===== src/rtl/img_downscale_28_pkg.sv =====
// img_proc_pkg: constants and types shared by the down-sampler and the
// downstream capture FSM that consumes its 28x28 output stream.
package img_proc_pkg;

  localparam int IMG_DIM     = 28;
  localparam int IMG_PIX_CNT = IMG_DIM * IMG_DIM;
  localparam int PIX_W       = 12;

  typedef enum logic [1:0] {
    WAIT_FRAME = 2'd0,
    ACCUM      = 2'd1,
    DONE       = 2'd2
  } ds_state_t;

endpackage


===== src/rtl/img_downscale_28_if.sv =====
// img_downscale_28_if: FVAL/DVAL/DATA pixel stream as produced by the CCD
// front end and consumed by the capture FSM.
interface img_downscale_28_if
  import img_proc_pkg::*;
#(
  parameter int DW = PIX_W
) ();

  logic          FVAL;
  logic          DVAL;
  logic [DW-1:0] DATA;

  modport master (output FVAL, output DVAL, output DATA);
  modport slave  (input  FVAL, input  DVAL, input  DATA);

endinterface


===== src/rtl/img_downscale_28_col_accum_bank.sv =====
// col_accum_bank: one running-sum register per output column. A block
// accumulates across BLK lines in its column register; sumOut is the
// addressed register plus the incoming pixel, used both for the add path
// and for the final block sum.
module col_accum_bank
  import img_proc_pkg::*;
#(
  parameter int DEPTH = IMG_DIM,
  parameter int IDX_W = 5,
  parameter int DW    = PIX_W,
  parameter int SUM_W = 20
) (
  input  logic             pxlclk,
  input  logic             rst_n,
  input  logic             wrEn,
  input  logic             load,
  input  logic [IDX_W-1:0] idx,
  input  logic [DW-1:0]    addVal,
  output logic [SUM_W-1:0] sumOut
);

  logic [DEPTH-1:0][SUM_W-1:0] accVec;

  generate
    for (genvar gi = 0; gi < DEPTH; gi++) begin : g_col
      logic [SUM_W-1:0] accReg;

      // Column register: restart on the block's first pixel, otherwise add.
      always_ff @(posedge pxlclk or negedge rst_n) begin
        if (!rst_n) begin
          accReg <= '0;
        end else if (wrEn && (idx == IDX_W'(gi))) begin
          accReg <= load ? SUM_W'(addVal) : sumOut;
        end
      end

      assign accVec[gi] = accReg;
    end
  endgenerate

  assign sumOut = accVec[idx] + SUM_W'(addVal);

endmodule


===== src/rtl/img_downscale_28.sv =====
// img_downscale_28: crops a centred OUT_DIM*BLK square from each frame and
// box-averages every BLK x BLK block into one output pixel, emitted in
// raster order with a one-cycle strobe.
// Build option: define IMG_INVERT_EN to output (2^PIX_W-1) - average.
module img_downscale_28 #(
  parameter int IN_W    = 640,
  parameter int IN_H    = 480,
  parameter int BLK     = 16,
  parameter int OUT_DIM = 28,
  parameter int PIX_W   = img_proc_pkg::PIX_W
) (
  input  logic               pxlclk,
  input  logic               rst_n,
  img_downscale_28_if.slave  inBus,
  img_downscale_28_if.master outBus,
  output logic               oFrame_err
);
  import img_proc_pkg::*;

  localparam int LOG2BLK = $clog2(BLK);
  localparam int SHIFT   = 2 * LOG2BLK;
  localparam int SUM_W   = PIX_W + SHIFT;
  localparam int SPAN    = BLK * OUT_DIM;
  localparam int X_OFF   = (IN_W - SPAN) / 2;
  localparam int Y_OFF   = (IN_H - SPAN) / 2;
  localparam int XW      = $clog2(IN_W);
  localparam int YW      = $clog2(IN_H);
  localparam int BC_W    = (OUT_DIM > 1) ? $clog2(OUT_DIM) : 1;
  localparam int NOUT    = OUT_DIM * OUT_DIM;
  localparam int OCW     = $clog2(NOUT + 1);

  localparam logic [XW-1:0]      X_OFF_V    = XW'(X_OFF);
  localparam logic [YW-1:0]      Y_OFF_V    = YW'(Y_OFF);
  localparam logic [XW-1:0]      SPAN_X_V   = XW'(SPAN);
  localparam logic [YW-1:0]      SPAN_Y_V   = YW'(SPAN);
  localparam logic [XW-1:0]      X_LAST_V   = XW'(IN_W - 1);
  localparam logic [YW-1:0]      Y_LAST_V   = YW'(IN_H - 1);
  localparam logic [OCW-1:0]     OUT_LAST_V = OCW'(NOUT - 1);
  localparam logic [LOG2BLK-1:0] SUB_LAST   = {LOG2BLK{1'b1}};
  localparam logic [PIX_W-1:0]   PIX_MAX    = {PIX_W{1'b1}};

  ds_state_t          state, stateNext;
  logic               fvalBuf, armed, rising, pixVld;
  logic [XW-1:0]      xCnt, xCntNext, relX;
  logic [YW-1:0]      yCnt, yCntNext, relY;
  logic [OCW-1:0]     outCnt, outCntNext;
  logic               inWin, winPix, accLoad, lastPix, errNext;
  logic [LOG2BLK-1:0] sx, sy;
  logic [BC_W-1:0]    bc;
  logic [SUM_W-1:0]   sumOut;
  logic [PIX_W-1:0]   avg, pixOut;
  logic               dvalReg;
  logic [15:0]        dataReg;

  // A frame start needs FVAL to have been seen low since reset, so a frame
  // already running when reset is released is skipped.
  assign rising = inBus.FVAL & ~fvalBuf & armed;
  assign pixVld = inBus.FVAL & inBus.DVAL &
                  ((state == ACCUM) | ((state == WAIT_FRAME) & rising));

  assign relX    = xCnt - X_OFF_V;
  assign relY    = yCnt - Y_OFF_V;
  assign inWin   = (xCnt >= X_OFF_V) && (relX < SPAN_X_V) &&
                   (yCnt >= Y_OFF_V) && (relY < SPAN_Y_V);
  assign sx      = relX[LOG2BLK-1:0];
  assign sy      = relY[LOG2BLK-1:0];
  assign bc      = BC_W'(relX >> LOG2BLK);
  assign winPix  = pixVld & inWin;
  assign accLoad = (sx == '0) && (sy == '0);
  assign lastPix = winPix && (sx == SUB_LAST) && (sy == SUB_LAST);

  col_accum_bank #(
    .DEPTH (OUT_DIM),
    .IDX_W (BC_W),
    .DW    (PIX_W),
    .SUM_W (SUM_W)
  ) u_bank (
    .pxlclk (pxlclk),
    .rst_n  (rst_n),
    .wrEn   (winPix),
    .load   (accLoad),
    .idx    (bc),
    .addVal (inBus.DATA),
    .sumOut (sumOut)
  );

  // Block sum divided by BLK*BLK is a plain right shift.
  assign avg = PIX_W'(sumOut >> SHIFT);

`ifdef IMG_INVERT_EN
  assign pixOut = PIX_MAX - avg;
`else
  assign pixOut = avg;
`endif

  // Frame-level sequencing: start on FVAL rise, finish after the last
  // block, flag frames that end early.
  always_comb begin
    stateNext = state;
    errNext   = 1'b0;
    case (state)
      WAIT_FRAME: begin
        if (rising) stateNext = ACCUM;
      end
      ACCUM: begin
        if (!inBus.FVAL) begin
          errNext   = 1'b1;
          stateNext = WAIT_FRAME;
        end else if (lastPix && (outCnt == OUT_LAST_V)) begin
          stateNext = DONE;
        end
      end
      DONE: begin
        if (!inBus.FVAL) stateNext = WAIT_FRAME;
      end
      default: stateNext = WAIT_FRAME;
    endcase
  end

  // Raster coordinates and output count; all held at zero outside ACCUM.
  always_comb begin
    xCntNext   = xCnt;
    yCntNext   = yCnt;
    outCntNext = outCnt;
    if (pixVld) begin
      if (xCnt == X_LAST_V) begin
        xCntNext = '0;
        yCntNext = (yCnt == Y_LAST_V) ? '0 : yCnt + 1'b1;
      end else begin
        xCntNext = xCnt + 1'b1;
      end
    end
    if (lastPix) outCntNext = outCnt + 1'b1;
    if (stateNext != ACCUM) begin
      xCntNext   = '0;
      yCntNext   = '0;
      outCntNext = '0;
    end
  end

  // FSM state and counters.
  always_ff @(posedge pxlclk or negedge rst_n) begin
    if (!rst_n) begin
      state  <= WAIT_FRAME;
      xCnt   <= '0;
      yCnt   <= '0;
      outCnt <= '0;
    end else begin
      state  <= stateNext;
      xCnt   <= xCntNext;
      yCnt   <= yCntNext;
      outCnt <= outCntNext;
    end
  end

  // FVAL history for edge detection; it doubles as the delayed oFVAL.
  always_ff @(posedge pxlclk or negedge rst_n) begin
    if (!rst_n) begin
      fvalBuf <= 1'b0;
      armed   <= 1'b0;
    end else begin
      fvalBuf <= inBus.FVAL;
      armed   <= armed | ~inBus.FVAL;
    end
  end

  // Output registers: strobe one cycle after a block completes, data held.
  always_ff @(posedge pxlclk or negedge rst_n) begin
    if (!rst_n) begin
      dvalReg    <= 1'b0;
      dataReg    <= '0;
      oFrame_err <= 1'b0;
    end else begin
      dvalReg    <= lastPix;
      oFrame_err <= errNext;
      if (lastPix) dataReg <= 16'(pixOut);
    end
  end

  assign outBus.FVAL = fvalBuf;
  assign outBus.DVAL = dvalReg;
  assign outBus.DATA = dataReg;

endmodule


===== src/flat_wrapper.sv =====
// flat-port wrapper written by rule: the top's interface ports become plain ports
module img_downscale_28_flat import img_proc_pkg::*;
#(
  parameter int IN_W    = 640,
  parameter int IN_H    = 480,
  parameter int BLK     = 16,
  parameter int OUT_DIM = 28,
  parameter int PIX_W   = img_proc_pkg::PIX_W
)
  (pxlclk, rst_n, oFrame_err, inBus_FVAL, inBus_DVAL, inBus_DATA, outBus_FVAL, outBus_DVAL, outBus_DATA);
  img_downscale_28_if #(.DW((12))) inBus_i ();
  img_downscale_28_if #(.DW(16)) outBus_i ();
  input  logic pxlclk;
  input  logic rst_n;
  output logic oFrame_err;
  input wire logic [$bits(inBus_i.FVAL)-1:0] inBus_FVAL;
  input wire logic [$bits(inBus_i.DVAL)-1:0] inBus_DVAL;
  input wire logic [$bits(inBus_i.DATA)-1:0] inBus_DATA;
  output wire logic [$bits(outBus_i.FVAL)-1:0] outBus_FVAL;
  output wire logic [$bits(outBus_i.DVAL)-1:0] outBus_DVAL;
  output wire logic [$bits(outBus_i.DATA)-1:0] outBus_DATA;
  assign inBus_i.FVAL = inBus_FVAL;
  assign inBus_i.DVAL = inBus_DVAL;
  assign inBus_i.DATA = inBus_DATA;
  assign outBus_FVAL = outBus_i.FVAL;
  assign outBus_DVAL = outBus_i.DVAL;
  assign outBus_DATA = outBus_i.DATA;
  img_downscale_28 #(.IN_W(IN_W), .IN_H(IN_H), .BLK(BLK), .OUT_DIM(OUT_DIM), .PIX_W(PIX_W)) u_core (.pxlclk(pxlclk), .rst_n(rst_n), .inBus(inBus_i), .outBus(outBus_i), .oFrame_err(oFrame_err));
endmodule

===== config.mk =====
export PLATFORM = sky130hd
export DESIGN_NAME = img_downscale_28_flat
export DESIGN_NICKNAME = d
export VERILOG_FILES = /design/src/rtl/img_downscale_28_pkg.sv /design/src/rtl/img_downscale_28_if.sv /design/src/rtl/img_downscale_28_col_accum_bank.sv /design/src/rtl/img_downscale_28.sv /design/src/flat_wrapper.sv
export SDC_FILE = /design/constraint.sdc
export NUM_CORES = 1
export LEC_CHECK = 0
export ABC_CLOCK_PERIOD_IN_PS = 16800
export BUFFER_PORTS_ARGS = -buffer_cell sky130_fd_sc_hd__buf_2
export CORE_UTILIZATION = 60
export DETAILED_ROUTE_END_ITERATION = 16
export PLACE_DENSITY = 0.76
export SYNTH_ARGS = -nofsm -noshare
export SYNTH_HDL_FRONTEND = slang
export SYNTH_SLANG_ARGS = --single-unit

===== constraint.sdc =====
create_clock -name pxlclk -period 16.8 [get_ports pxlclk]
set_input_delay 2.52 -clock pxlclk [delete_from_list [all_inputs] [get_ports pxlclk]]
set_output_delay 2.52 -clock pxlclk [all_outputs]
set_load 0.05 [all_outputs]

==> summary.txt <==
Outcome
  – Status: finished clean

Clocking
  – Total CTS buffers: 60
  – H-tree depth: 2
  – Postcts setup bufs: 0
  – Hold buffers post-CTS: 0
  – CTS clk-pin slew, worst paths: 60 ps
  – TritonCTS clock tree: done
  – Root Buffer: clkbuf_16
  – TritonCTS Sinks: 607
  – Clk buf depth: 3
  – Latest clock arrival within the worst-skew pair: 640 ps
  – Post-CTS resize count: 0

Floorplan
  – Die Wd: 218.0 um
  – Placeable Area: 45670 um2
  – DIE HEIGHT: 218.0 um
  – Boundary pin count: 35
  – Die Footprint: 47520 um2
  – Row count: 78
  – Starting Density: 0.6129

Critical path
  – RR Startpoint: u_core.xCnt[4]
  – Crit path depth: 16
  – Crit-path slowest cell: mux2i_4
  – CP top delay family: multiplexers
  – Worst-path cell chain: buf_4 > buf_4 > mux4_2 > mux4_2 > nor2_1 > a21oi_1 > ha_1 > nor2b_1 > o21a_1 > o21ai_0 > a221oi_1 > nand3_1 > a21oi_1 > and3_1 > mux2i_4 > o21ai_0
  – Worst reg2reg path depth: 16
  – Worst setup startpoint: u_core.xCnt[4]
  – Required @ worst endpoint: 17270 ps
  – CP endpoint kind: register
  – Crit path largest cell delay: 770 ps
  – Worst setup SP type: register
  – CP Data Arrival Time: 7070 ps
  – Critical setup path kind: reg2reg
  – FF-to-FF End: u_core.u_bank.g_col[24].accReg[18]
  – R2r setup slk: 10190 ps
  – Critical path endpoint: u_core.u_bank.g_col[24].accReg[18]
  – Max FO, Critical Path: 41
  – Buf/Inv on CP: 2

Placed design
  – Routability congestion estimate: 0.9372
  – Dpl ws: 10230 ps
  – Placed cell count: 3122
  – Cell area after placement: 28400 um2
  – DP HPWL: 48300 um
  – I/O Buffers: 30

Synth
  – Yosys Warn Count: 0
  – Mean Syn Cell Area: 10.58 um2
  – Top FF cell, synth: dfrtp_1
  – Yosys reg bits: 607
  – Yosys cell types: 69
  – Synth Instances: 2645
  – Register area share after synthesis: 0.5426
  – Post-synth EDFFs: 0
  – Post-Syn Area: 27990 um2
  – Asr flop ratio synth: 1.000

Job
  – Max-cap violations: 0

Detailed routing
  – Total iterations of the first detailed-routing run: 6
  – Avg Vias per Cell: 6.583
  – Initial DRC count: 2517
  – Wire per inst: 23.94 um
  – DRC violations left: 0
  – Routed WL: 77410 um
  – Post-route ant nets: 0
  – Vias: 21290

GRT
  – Total global-route track usage: 0.3384
  – Gr ovfl total: 0
  – Pin count of the biggest net entering global routing: 135
  – First-pass GRT wire length: 122800 um
  – Vias in the first global route: 21860
  – Initial antenna violation count: 0

Layout
  – Area Overhead vs Synth: 8.502%
  – Ratio of cells with drive above 1 in the final layout: 0.1409
  – Fill cell total of the finished layout: 3370
  – Design Area, Final: 30370 um2
  – Fin nets: 2619
  – Commonest cells after routing, fill and taps aside: dfrtp_1 (605), nand2_1 (547), o21ai_0 (390)
  – # diodes: 0
  – Commonest non-fill, non-tap cell in the layout: dfrtp_1
  – Final Core Density: 0.6650
  – Fin cells: 3234

STA
  – Fin. max-slew vios: 0
  – Slew @ Worst Pin: 1281 ps
  – Final worst setup slack: 10190 ps
  – Hold Violations, Final: 0
  – Clock Skews: 27.44 ps
  – WHS: 455.4 ps
  – Slew headroom: 0.1459
  – Setup TNS: 0 ps
  – F_max: 0.1513 GHz
  – Fin crit share: 0.3933
  – Final setup fails: 0
  – RSZ-0062 raised after global routing: false
  – Min cycle time layout: 6608 ps

Power
  – Pwr Total: 2.884 mW
  – Clock Power Share: 0.465
  – Sw Ratio: 0.2264
  – PwrDens: 94.96 nW/um2
  – Cell leakage power: 13.12 nW
  – Cell Int Power: 2.231 mW
  – Psw: 652.9 uW
  – Sequential share of power: 0.507
  – Peak VDD IR: 0.1029 mV
  – Logic gate share of total power: 0.028

Hold path
  – Hold Path Stages: 1
  – Hold Crit Class: reg2reg
synth_stat cells, types with 3 or more instances:
cell type	instances	area, um2
xor2_1	19	166.4
a21oi_1	193	965.9
buf_2	43	215.2
xnor2_1	17	148.9
ha_1	18	225.2
o31ai_4	8	170.2
o31ai_1	21	157.7
nand3_1	47	235.2
a22o_1	28	245.2
nand4_1	15	93.84
buf_6	6	67.56
mux2i_1	8	80.08
mux4_2	153	3446
nor2b_1	6	37.54
dfrtp_1	607	15190
buf_4	23	172.7
nor3_1	33	165.2
o21ai_0	390	1952
o21ai_1	8	40.04
nor2_1	229	859.6
o21a_1	6	45.04
nand2b_1	6	37.54
and2_1	7	43.79
inv_1	14	52.55
o311ai_2	3	48.80
and3_1	14	87.58
nor4_1	3	18.77
nand2_1	547	2053
a21o_1	4	30.03
clkbuf_1	113	424.2
mux2_2	3	33.78
buf_1	8	30.03
sequential cells by signal, summed over array words and instances, names as in the netlist, 2 cells and up:
signal                      count
u_core.outCnt                  10
u_core.state                    2
u_core.outBus.DATA             12
u_core.yCnt                     9
u_core.u_bank.g_col.accReg    560
u_core.xCnt                    10
kinds of logic (layout without fill, tap and decap cells):
logic type,Yosys count,count (layout),share of synthesized area
buffers and inverters,210,196,0.03576
AO/OA/AOI/OAI,683,683,0.1378
adder cells (fa/ha/maj),19,19,0.008761
other,1,4,0.0001340
flip-flops,607,607,0.5426
XOR/XNOR,37,37,0.01185
multiplexers,166,166,0.1288
AND/OR/NAND/NOR,922,922,0.1343
worst min path at each step:
stage                                from           endpoint  slack, ps
after global placement    u_core.state[1]  u_core.oFrame_err        420
after detailed placement  u_core.state[1]  u_core.oFrame_err        430
after CTS                 u_core.state[1]  u_core.oFrame_err        460
after global routing         u_core.armed       u_core.armed        480
final                     u_core.state[1]  u_core.oFrame_err        460
after floorplan           u_core.state[1]  u_core.oFrame_err        410
layout make-up:
class / instances / area, um2 / area share
clock inverters: 23 / 211.5 / 0.006962
well taps: 600 / 750.7 / 0.02472
flip-flops and latches: 607 / 15200 / 0.5004
clock buffers: 89 / 1760 / 0.05796
repair buffers: 69 / 465.4 / 0.01533
multi-input cells: 1831 / 11930 / 0.3928
inverters: 15 / 56.30 / 0.001854
routing by layer:
layer | up-vias | GRT usage | routed length, um
li1 | 9154 | - | -
met3 | 250 | 0.09400 | 8144
met5 | - | 0 | 0
met1 | 10750 | 0.4453 | 29400
met4 | 0 | 0.1725 | 3838
met2 | 1139 | 0.5181 | 36020
power by group through the flow:
stage | clock, mW | combinational [mW] | sequential, mW
floorplan | 0 | 0.0267 | 1.49
global placement | 0 | 0.0775 | 1.49
detailed placement | 0 | 0.0792 | 1.49
CTS | 1.35 | 0.0794 | 1.46
global route | 1.41 | 0.0876 | 1.46
finish | 1.34 | 0.0797 | 1.46
No activity file was read; power rests on OpenSTA's default activity.
